**src/rtl/tube_ctrl_pkg.sv**
```systemverilog
// Shared definitions for the Tube bus controller slice.
// Holds the bus-cycle state encoding, the requester index constants used to
// address GRANT/REQ vectors, and the Tube register address width.
package tube_ctrl_pkg;

    localparam int unsigned TUBE_ADR_W = 3;

    // Bit positions in the two-requester REQ/GRANT vectors.
    localparam int unsigned REQ_HOST = 0;
    localparam int unsigned REQ_AUX  = 1;

    typedef enum logic [1:0] {
        StIdle,
        StSetup,
        StStrobe,
        StHold
    } tube_state_e;

endpackage

```
**src/rtl/tube_rr_arb.sv**
```systemverilog
// Two-way arbiter for the Tube bus.
// Optional feature macro: TUBE_RR_ARB_EN
//   defined   - round-robin: on a tie the requester not granted last wins;
//               after reset the host wins the first tie.
//   undefined - fixed priority, host always wins a tie (no pointer state).
// Ports:
//   CLK     system clock
//   RESET   synchronous, active-high reset (clears the round-robin pointer)
//   REQ     request vector, [0]=host, [1]=aux
//   UPDATE  strobe: the current GRANT is being accepted, advance the pointer
//   GRANT   combinational one-hot grant (00 when no request)
module tube_rr_arb
    import tube_ctrl_pkg::*;
(
    input  logic       CLK,
    input  logic       RESET,
    input  logic [1:0] REQ,
    input  logic       UPDATE,
    output logic [1:0] GRANT
);

`ifdef TUBE_RR_ARB_EN
    // Set when aux was the last requester granted. Resetting it to 1 makes
    // the host the preferred winner of the first tie.
    logic last_aux_q;

    always_ff @(posedge CLK) begin
        if (RESET) begin
            last_aux_q <= 1'b1;
        end else if (UPDATE && (|GRANT)) begin
            last_aux_q <= GRANT[REQ_AUX];
        end
    end

    always_comb begin
        GRANT = 2'b00;
        if (REQ[REQ_HOST] && REQ[REQ_AUX]) begin
            if (last_aux_q) begin
                GRANT[REQ_HOST] = 1'b1;
            end else begin
                GRANT[REQ_AUX] = 1'b1;
            end
        end else begin
            GRANT = REQ;
        end
    end
`else
    // No pointer in fixed-priority mode; clock, reset and strobe are idle.
    logic unused_inputs;
    assign unused_inputs = ^{CLK, RESET, UPDATE};

    always_comb begin
        GRANT = 2'b00;
        if (REQ[REQ_HOST]) begin
            GRANT[REQ_HOST] = 1'b1;
        end else if (REQ[REQ_AUX]) begin
            GRANT[REQ_AUX] = 1'b1;
        end
    end
`endif

endmodule

```
**src/rtl/tube_bus_arbiter.sv**
```systemverilog
// Tube parasite bus arbiter and cycle sequencer.
// Arbitrates between the CPC host I/O path and an auxiliary requester, then
// runs one full Tube bus cycle: SETUP (CS low, PHI2 low) -> STROBE (PHI2 high)
// -> HOLD (one cycle, PHI2 low, CS/OE held, ACK pulse) -> IDLE.
// Optional feature macro: TUBE_RR_ARB_EN (round-robin tie-break, see
// tube_rr_arb); undefined gives fixed host priority.
// Ports:
//   CLK, RESET                       clock, synchronous active-high reset
//   HOST_REQ/RNW/ADR/WDATA, HOST_ACK host requester handshake
//   AUX_REQ/RNW/ADR/WDATA, AUX_ACK   aux requester handshake
//   RDATA                            captured read data (both requesters)
//   GRANT                            one-hot owner, [0]=host, [1]=aux
//   BUSY                             high outside IDLE
//   TUBE_ADR/RNW_B/CS_B/PHI2         Tube bus control pins
//   TUBE_DATA_OUT/OE, TUBE_DATA_IN   Tube data pin driver and receiver
// Every output is a flop so PHI2 and CS_B are glitch-free.
module tube_bus_arbiter
    import tube_ctrl_pkg::*;
#(
    parameter int unsigned PHI1_CYCLES = 1,
    parameter int unsigned PHI2_CYCLES = 2,
    parameter int unsigned CNT_W       = 4
) (
    input  logic                  CLK,
    input  logic                  RESET,
    input  logic                  HOST_REQ,
    input  logic                  HOST_RNW,
    input  logic [TUBE_ADR_W-1:0] HOST_ADR,
    input  logic [7:0]            HOST_WDATA,
    output logic                  HOST_ACK,
    input  logic                  AUX_REQ,
    input  logic                  AUX_RNW,
    input  logic [TUBE_ADR_W-1:0] AUX_ADR,
    input  logic [7:0]            AUX_WDATA,
    output logic                  AUX_ACK,
    output logic [7:0]            RDATA,
    output logic [1:0]            GRANT,
    output logic                  BUSY,
    output logic [TUBE_ADR_W-1:0] TUBE_ADR,
    output logic                  TUBE_RNW_B,
    output logic                  TUBE_CS_B,
    output logic                  TUBE_PHI2,
    output logic [7:0]            TUBE_DATA_OUT,
    output logic                  TUBE_DATA_OE,
    input  logic [7:0]            TUBE_DATA_IN
);

    localparam logic [CNT_W-1:0] PHI1_LOAD = CNT_W'(PHI1_CYCLES - 1);
    localparam logic [CNT_W-1:0] PHI2_LOAD = CNT_W'(PHI2_CYCLES - 1);

    tube_state_e           state_q, state_d;
    logic [CNT_W-1:0]      cnt_q, cnt_d;
    logic                  cs_b_q, cs_b_d;
    logic                  phi2_q, phi2_d;
    logic                  rnw_b_q, rnw_b_d;
    logic                  oe_q, oe_d;
    logic [TUBE_ADR_W-1:0] adr_q, adr_d;
    logic [7:0]            dout_q, dout_d;
    logic [7:0]            rdata_q, rdata_d;
    logic [1:0]            grant_q, grant_d;
    logic                  busy_q, busy_d;
    logic                  host_ack_q, host_ack_d;
    logic                  aux_ack_q, aux_ack_d;

    logic [1:0]            arb_grant;
    logic                  arb_update;
    logic                  win_aux;

    tube_rr_arb u_arb (
        .CLK    (CLK),
        .RESET  (RESET),
        .REQ    ({AUX_REQ, HOST_REQ}),
        .UPDATE (arb_update),
        .GRANT  (arb_grant)
    );

    assign win_aux = arb_grant[REQ_AUX];

    always_comb begin
        state_d    = state_q;
        cnt_d      = cnt_q;
        cs_b_d     = cs_b_q;
        phi2_d     = phi2_q;
        rnw_b_d    = rnw_b_q;
        oe_d       = oe_q;
        adr_d      = adr_q;
        dout_d     = dout_q;
        rdata_d    = rdata_q;
        grant_d    = grant_q;
        busy_d     = busy_q;
        host_ack_d = 1'b0;
        aux_ack_d  = 1'b0;
        arb_update = 1'b0;

        case (state_q)
            StIdle: begin
                // Requests are only looked at here, so a running cycle is
                // never pre-empted.
                if (|arb_grant) begin
                    arb_update = 1'b1;
                    grant_d    = arb_grant;
                    rnw_b_d    = win_aux ? AUX_RNW : HOST_RNW;
                    adr_d      = win_aux ? AUX_ADR : HOST_ADR;
                    dout_d     = win_aux ? AUX_WDATA : HOST_WDATA;
                    oe_d       = ~(win_aux ? AUX_RNW : HOST_RNW);
                    cs_b_d     = 1'b0;
                    busy_d     = 1'b1;
                    cnt_d      = PHI1_LOAD;
                    state_d    = StSetup;
                end
            end
            StSetup: begin
                if (cnt_q == '0) begin
                    phi2_d  = 1'b1;
                    cnt_d   = PHI2_LOAD;
                    state_d = StStrobe;
                end else begin
                    cnt_d = cnt_q - 1'b1;
                end
            end
            StStrobe: begin
                if (cnt_q == '0) begin
                    // Capture on the same edge that drops PHI2.
                    phi2_d = 1'b0;
                    if (rnw_b_q) begin
                        rdata_d = TUBE_DATA_IN;
                    end
                    host_ack_d = grant_q[REQ_HOST];
                    aux_ack_d  = grant_q[REQ_AUX];
                    state_d    = StHold;
                end else begin
                    cnt_d = cnt_q - 1'b1;
                end
            end
            StHold: begin
                cs_b_d  = 1'b1;
                oe_d    = 1'b0;
                rnw_b_d = 1'b1;
                grant_d = 2'b00;
                busy_d  = 1'b0;
                state_d = StIdle;
            end
            default: begin
                state_d = StIdle;
            end
        endcase
    end

    always_ff @(posedge CLK) begin
        if (RESET) begin
            state_q    <= StIdle;
            cnt_q      <= '0;
            cs_b_q     <= 1'b1;
            phi2_q     <= 1'b0;
            rnw_b_q    <= 1'b1;
            oe_q       <= 1'b0;
            adr_q      <= '0;
            dout_q     <= '0;
            rdata_q    <= '0;
            grant_q    <= 2'b00;
            busy_q     <= 1'b0;
            host_ack_q <= 1'b0;
            aux_ack_q  <= 1'b0;
        end else begin
            state_q    <= state_d;
            cnt_q      <= cnt_d;
            cs_b_q     <= cs_b_d;
            phi2_q     <= phi2_d;
            rnw_b_q    <= rnw_b_d;
            oe_q       <= oe_d;
            adr_q      <= adr_d;
            dout_q     <= dout_d;
            rdata_q    <= rdata_d;
            grant_q    <= grant_d;
            busy_q     <= busy_d;
            host_ack_q <= host_ack_d;
            aux_ack_q  <= aux_ack_d;
        end
    end

    assign TUBE_ADR      = adr_q;
    assign TUBE_RNW_B    = rnw_b_q;
    assign TUBE_CS_B     = cs_b_q;
    assign TUBE_PHI2     = phi2_q;
    assign TUBE_DATA_OUT = dout_q;
    assign TUBE_DATA_OE  = oe_q;
    assign RDATA         = rdata_q;
    assign GRANT         = grant_q;
    assign BUSY          = busy_q;
    assign HOST_ACK      = host_ack_q;
    assign AUX_ACK       = aux_ack_q;

endmodule

```
**config.mk**
```make
export PLATFORM = sky130hd
export DESIGN_NAME = tube_bus_arbiter
export DESIGN_NICKNAME = d
export VERILOG_FILES = /design/src/rtl/tube_ctrl_pkg.sv /design/src/rtl/tube_rr_arb.sv /design/src/rtl/tube_bus_arbiter.sv
export SDC_FILE = /design/constraint.sdc
export NUM_CORES = 1
export LEC_CHECK = 0
export CAP_MARGIN = 30
export CORE_MARGIN = 2
export CORE_UTILIZATION = 38
export DETAILED_ROUTE_END_ITERATION = 10
export PLACE_DENSITY = 0.75
export SETUP_SLACK_MARGIN = 0.4
export SYNTH_ARGS = -nofsm -noshare
export SYNTH_HDL_FRONTEND = slang
export SYNTH_SLANG_ARGS = --single-unit
```
**constraint.sdc**
```tcl
create_clock -name CLK -period 1.5 [get_ports CLK]
set_input_delay 0.3 -clock CLK [delete_from_list [all_inputs] [get_ports CLK]]
set_output_delay 0.3 -clock CLK [all_outputs]
set_load 0.01 [all_outputs]
```
* Word-level counts from Yosys, hierarchy flattened
Index checks and enable logic that the tools add are counted.
Storage, ports and cells: register bits 34, bits of input ports 36, output and inout port bits 28, logic and storage cells 64
Operators by class: add/subtract/negate cells 1, eq/ne operators 7, multiplexer cells 27, bitwise operators 3, reduce and logical (&&, ||, !) cells 13
Operator list (count):
- $mux W4 | 3
- $pmux W4 S3 | 1
- $reduce_and A3 Y1 | 4
- $mux W1 | 10
- $pmux W1 S2 | 5
- $mux W2 | 4
- $mux W8 | 1
- $ne A2 B2 Y1 const B | 4
- $pmux W2 S4 | 1
- $eq A2 B2 Y1 const B | 2
- $logic_not A4 Y1 | 1
- $pmux W2 S2 | 1
- $reduce_and A2 Y1 | 2
- $reduce_bool A2 Y1 | 2
- $sub A4 B1 Y4 const B | 1
- $mux W3 | 1
- $not A1 Y1 | 3
- $reduce_bool A3 Y1 | 1
- $reduce_or A3 Y1 | 1
- $eq A2 B1 Y1 const B | 1
- $logic_not A2 Y1 | 1
- $reduce_or A2 Y1 | 1

* Depth between registers and ports, before layout
Gate-level depths: netlist of the first run.
depth after elaboration 6, depth in mapped cells 6

* Hierarchy
From an unflattened synthesis of the first run, not the netlist that was laid out.
Unflattened totals: cell total of the unflattened synthesis 174, area, all modules 1601.5 um^2
Modules (own cells, without submodules):
- tube_bus_arbiter | times used 1, cells an instance 172, area each 1580.3 um^2, sequential area each 680.7 um^2
- tube_rr_arb | times used 1, cells an instance 2, area each 21.3 um^2, sequential area each 0.0 um^2

* Worst setup path before layout of the first run
OpenSTA, ideal clock, no wires.
kind register to register, start point register state_q[0], end point register cnt_q[1], setup time 0.131 ns, arrival time 1.379 ns, required time 1.369 ns, slack -0.010 ns, cell stages (with the launch flop) 7, period minus slack after synthesis 1.510 ns, path through dfxtp_1 inv_1 ha_1 nor3b_4 nor2_1 nand3_1 o32ai_2
Between the ends: longest elaborated chain between the ends 3, elaborated cells on any way between the ends 8
RTL lines:
- from (decl) | line tube_bus_arbiter.sv:51 | tube_state_e state_q, state_d;
- from (signal assigned) | line tube_bus_arbiter.sv:151 | state_q <= StIdle;
- from (signal assigned) | line tube_bus_arbiter.sv:165 | state_q <= state_d;
- $eq A2 B2 Y1, or another cell as far along | line tube_bus_arbiter.sv:95 | case (state_q)
- $ne A2 B2 Y1 (no source line) or $reduce_bool A3 Y1 (tied branches)
- $reduce_and A3 Y1 (no source line)
- to (signal assigned) | line tube_bus_arbiter.sv:166 | cnt_q <= cnt_d;
- to (decl) | line tube_bus_arbiter.sv:52 | logic [CNT_W-1:0] cnt_q, cnt_d;
Several ways; a longest one is shown, not always the timed one. A chain may end at the register's enable or synchronous reset.

* Worst setup path in the final report of the first run
start point register state_q[1], end point register state_q[0]
Between the ends: longest elaborated chain between the ends 3, elaborated cells on any way between the ends 9
RTL lines (line):
- $eq A2 B1 Y1, or another cell as far along | tube_bus_arbiter.sv:95
- $ne A2 B2 Y1 (no source line)
- $reduce_and A3 Y1 (no source line)
Several ways; a longest one is shown, not always the timed one.

==> results of run 1 <==
-- final timing paths --
kind	startpoint	to	slack, ns	cells past startpoint
worst max-delay path	state_q[1]	state_q[0]	0.06	7
worst min-delay path	TUBE_PHI2	TUBE_PHI2	0.46	2
worst max register to register	state_q[1]	state_q[0]	0.06	7
worst min register to register	TUBE_PHI2	TUBE_PHI2	0.46	2
-- state kept, by name, summed over array words and instances, names as in the netlist, 2 cells and up --
name and cells:
RDATA 8, TUBE_DATA_OUT 8, state_q 2, TUBE_ADR 3, cnt_q 4, GRANT 2
-- metrics by stage --
stage	power, mW	instance area [µm²]
2_1_floorplan	2.577	1640
3_3_place_gp	3.366	2415
3_5_place_dp	3.390	2415
4_1_cts	4.377	2604
5_1_grt	5.318	2851
6_report	4.966	2851
-- routing by layer --
layer | global-route usage, % | part of all wire [%] | vias up
met5 | 0 | 0 | -
met4 | 7.108 | 1.1 | 0
met3 | 6.006 | 6.3 | 5
met2 | 34.38 | 51 | 61
met1 | 24.00 | 42 | 761
li1 | - | - | 804
-- cell families after synthesis --
logic type / after synthesis
simple gates: 56
flops: 34
buf+inv: 18
fa+ha+maj: 6
compound gates: 42
mux: 15
-- power groups by stage --
stage               combinational (mW)  sequential, mW  clock [mW]
floorplan                         1.15            1.43           0
global placement                  2.03            1.34           0
detailed placement                2.05            1.34           0
CTS                               2.28            1.37       0.733
global route                      3.09            1.46       0.770
finish                            2.83            1.43       0.712
-- layout by cell type (no fill, tap or decap), types with 5 or more instances in the layout --
cell | netlist | layout
mux2i_1 | 15 | 15
nand3_2 | 0 | 8
a211oi_2 | 1 | 7
a21oi_2 | 0 | 9
buf_6 | 1 | 5
buf_2 | 3 | 27
buf_4 | 0 | 26
clkdlybuf4s50_1 | 0 | 33
nor2_2 | 0 | 7
clkbuf_8 | 0 | 6
a211oi_1 | 12 | 6
nand2_4 | 0 | 5
dfxtp_2 | 0 | 20
dfxtp_1 | 34 | 12
nor2_1 | 21 | 9
nor2_4 | 0 | 5
-- layout make-up --
type | count | area [µm²]
Multi-Input combinational cell | 122 | 1175
Timing Repair Buffer | 95 | 770.7
Inverter | 8 | 35.03
Clock inverter | 2 | 12.51
Tap cell | 50 | 62.56
Clock buffer | 6 | 82.58
Fill cell | 313 | 1149
Sequential cell | 34 | 713.2
-- critical path: cells and delay by family (launching register included) --
family / cells / cell delay (ns)
and+or+nand+nor: 1 / 0.28
AOI/OAI and AO/OA: 2 / 0.19
DFF: 1 / 0.37
buffers and inverters: 3 / 0.39
adders and majority gates: 1 / 0.13
-- what timing repair did --
item,CTS,global route
setup endpoints to repair,62,36
setup buffers,8,4
cloned,3,1
pin swaps,24,21
resized for setup,163,56
==> results.md, run 1 <==
- DP HPWL: 2860 µm
- Die area: between 4000 and 5000 µm²
- Synth Area in Compound Gates: 18.73%
- ANT nets after route: 0
- Type of the worst min-delay path: flip-flop to flip-flop
- Top cell type by total area after synthesis: dfxtp_1
- Via count: 1,631
- Total core area: 4000 µm²
- Switching pwr: 1.937 mW
- Total GRT Usage: 20.16%
- Xor and xnor area share after synthesis: 0%
- Worst Tran Pin Value: approximately 0.45 ns
- Avg Cell Area, Syn: 9.300 µm²
- First-pass GRT wire length: just under 7000 µm
- Synth Net Count: 213
- Yosys cell types: 38
- Main combinational cell family by area after synthesis: compound AO/OA/AOI/OAI gates
- Post-synth ARST share: 0%
- Final clock skew: roughly 0.0060 ns
- CP required: 1.71 ns
- Min Tclk post-route: 1.443 ns
- CTS clk-pin slew, worst paths: about 0.07 ns
- DR vias/cell: 5.145
- Pin count of the biggest net entering global routing: 18
- Synth-to-Final Area Change: 79.31%
- Clock power share: around 14%
- Simple-gate share of the synthesized area: 18.33%
- Sequential area share after synthesis: between 40% and 50%
- Diode count: 0
- Final Setup Violations: 0
- Max-slew violation count: 0
- WS Path Type: flip-flop to flip-flop
- Leak: 1.197 nW
- Post-synthesis mux area share: 9.441%
- Adder-cell share of the synthesized area: 4.721%
- Rel. slew slack: 69.82%
- Hold Slack: 0.4593 ns
- Combinational Power Share: between 50% and 60%
- Placer Congestion: roughly 0.74
- Primary FF master, synth: dfxtp_1
- Initial core utilization: 39.76%
- P per Cell Area: 1741 nW/µm²
- Largest cells by area after synthesis: dfxtp_1 43%, mux2i_1 9.4%, a211oi_1 5.7%
- Total internal power: 3.029 mW
- Number of global-route vias before repair: 1,509
- Max Cap Viol: 0
- Per-cell routed wire length: 14.71 µm
- Rows: 23
- Critical Path Start Type: flip-flop
- Pre-CTS setup slack: -0.1890 ns
- Critical path cell sequence: inv_4 -> ha_4 -> nor3b_4 -> buf_6 -> a21oi_4 -> buf_4 -> a211oi_2
- H-tree depth: 2
- Synth Instances: roughly 170
- Peak VDD IR: 0.0008944 V
- Fin crit share: a little over nine tenths
- Util after Layout: 71.29%
- Die H: 68.69 µm
- Non-filler instance count after layout: 317
- Initial antenna violation count: 0
- Seq cells post-synth: 34
- Fin. Hold Viols: 0
- Share of cells above drive strength 1: between 50% and 60%
- Port bufs: 63
- Clk_lat worst skew: 0.29 ns
- Worst setup EP type: flip-flop
- Status: complete, no violations
- CTS Buffer Depth: 2
- Cells after DPL: slightly below 300
- # IOs: 64
- PnR worst setup slack: 0.05731 ns
- Hold_buf cts: 0
- Drt total wl: 4664 µm
- Most frequent cell after synthesis: dfxtp_1
- Synthesized cell area: 1590 µm²
- Setup TNS Final: 0 ns
- Fin nets: 308
- Total CTS buffers: 5
- CTS tree: done
- Share of the synthesized area in the top cell type: 42.80%
- GRT overflow: 0
- DR DRC count: 0
- Crit Path Max Fanout: 4
- First-pass DRT Iterations: 4
- Fmax: ~690 MHz
- Max incr delay on CP: between 0.3 and 0.4 ns
- Switching Fraction: roughly 39%
- Crit-path slowest cell: dfxtp_4
- Synth cell count leaders: 34 x dfxtp_1, 21 x nor2_1, 15 x mux2i_1
- Sequential fraction of design power: about 29%
- Post-synth EDFFs: 0
- WP data arrival: 1.65 ns
- RSZ-0062 raised after global routing: yes
- Synth warn: 0
- CTS root buffer: clkbuf_8
- DIE WIDTH: approximately 69 µm
- CTS Sinks: 34
- 1st-iter DRT viols: 61
(Power assumes the default switching activity.)
==> inputs of run 2 (changes only) <==
--- a/config.mk
+++ b/config.mk
@@ -8,6 +8,7 @@
 export CAP_MARGIN = 30
 export CORE_MARGIN = 2
 export CORE_UTILIZATION = 38
+export CTS_CLUSTER_SIZE = 25
 export DETAILED_ROUTE_END_ITERATION = 10
 export PLACE_DENSITY = 0.75
 export SETUP_SLACK_MARGIN = 0.4
==> results of run 2 <==
No change in the layout: final DEF, timing and power equal those of run 1.
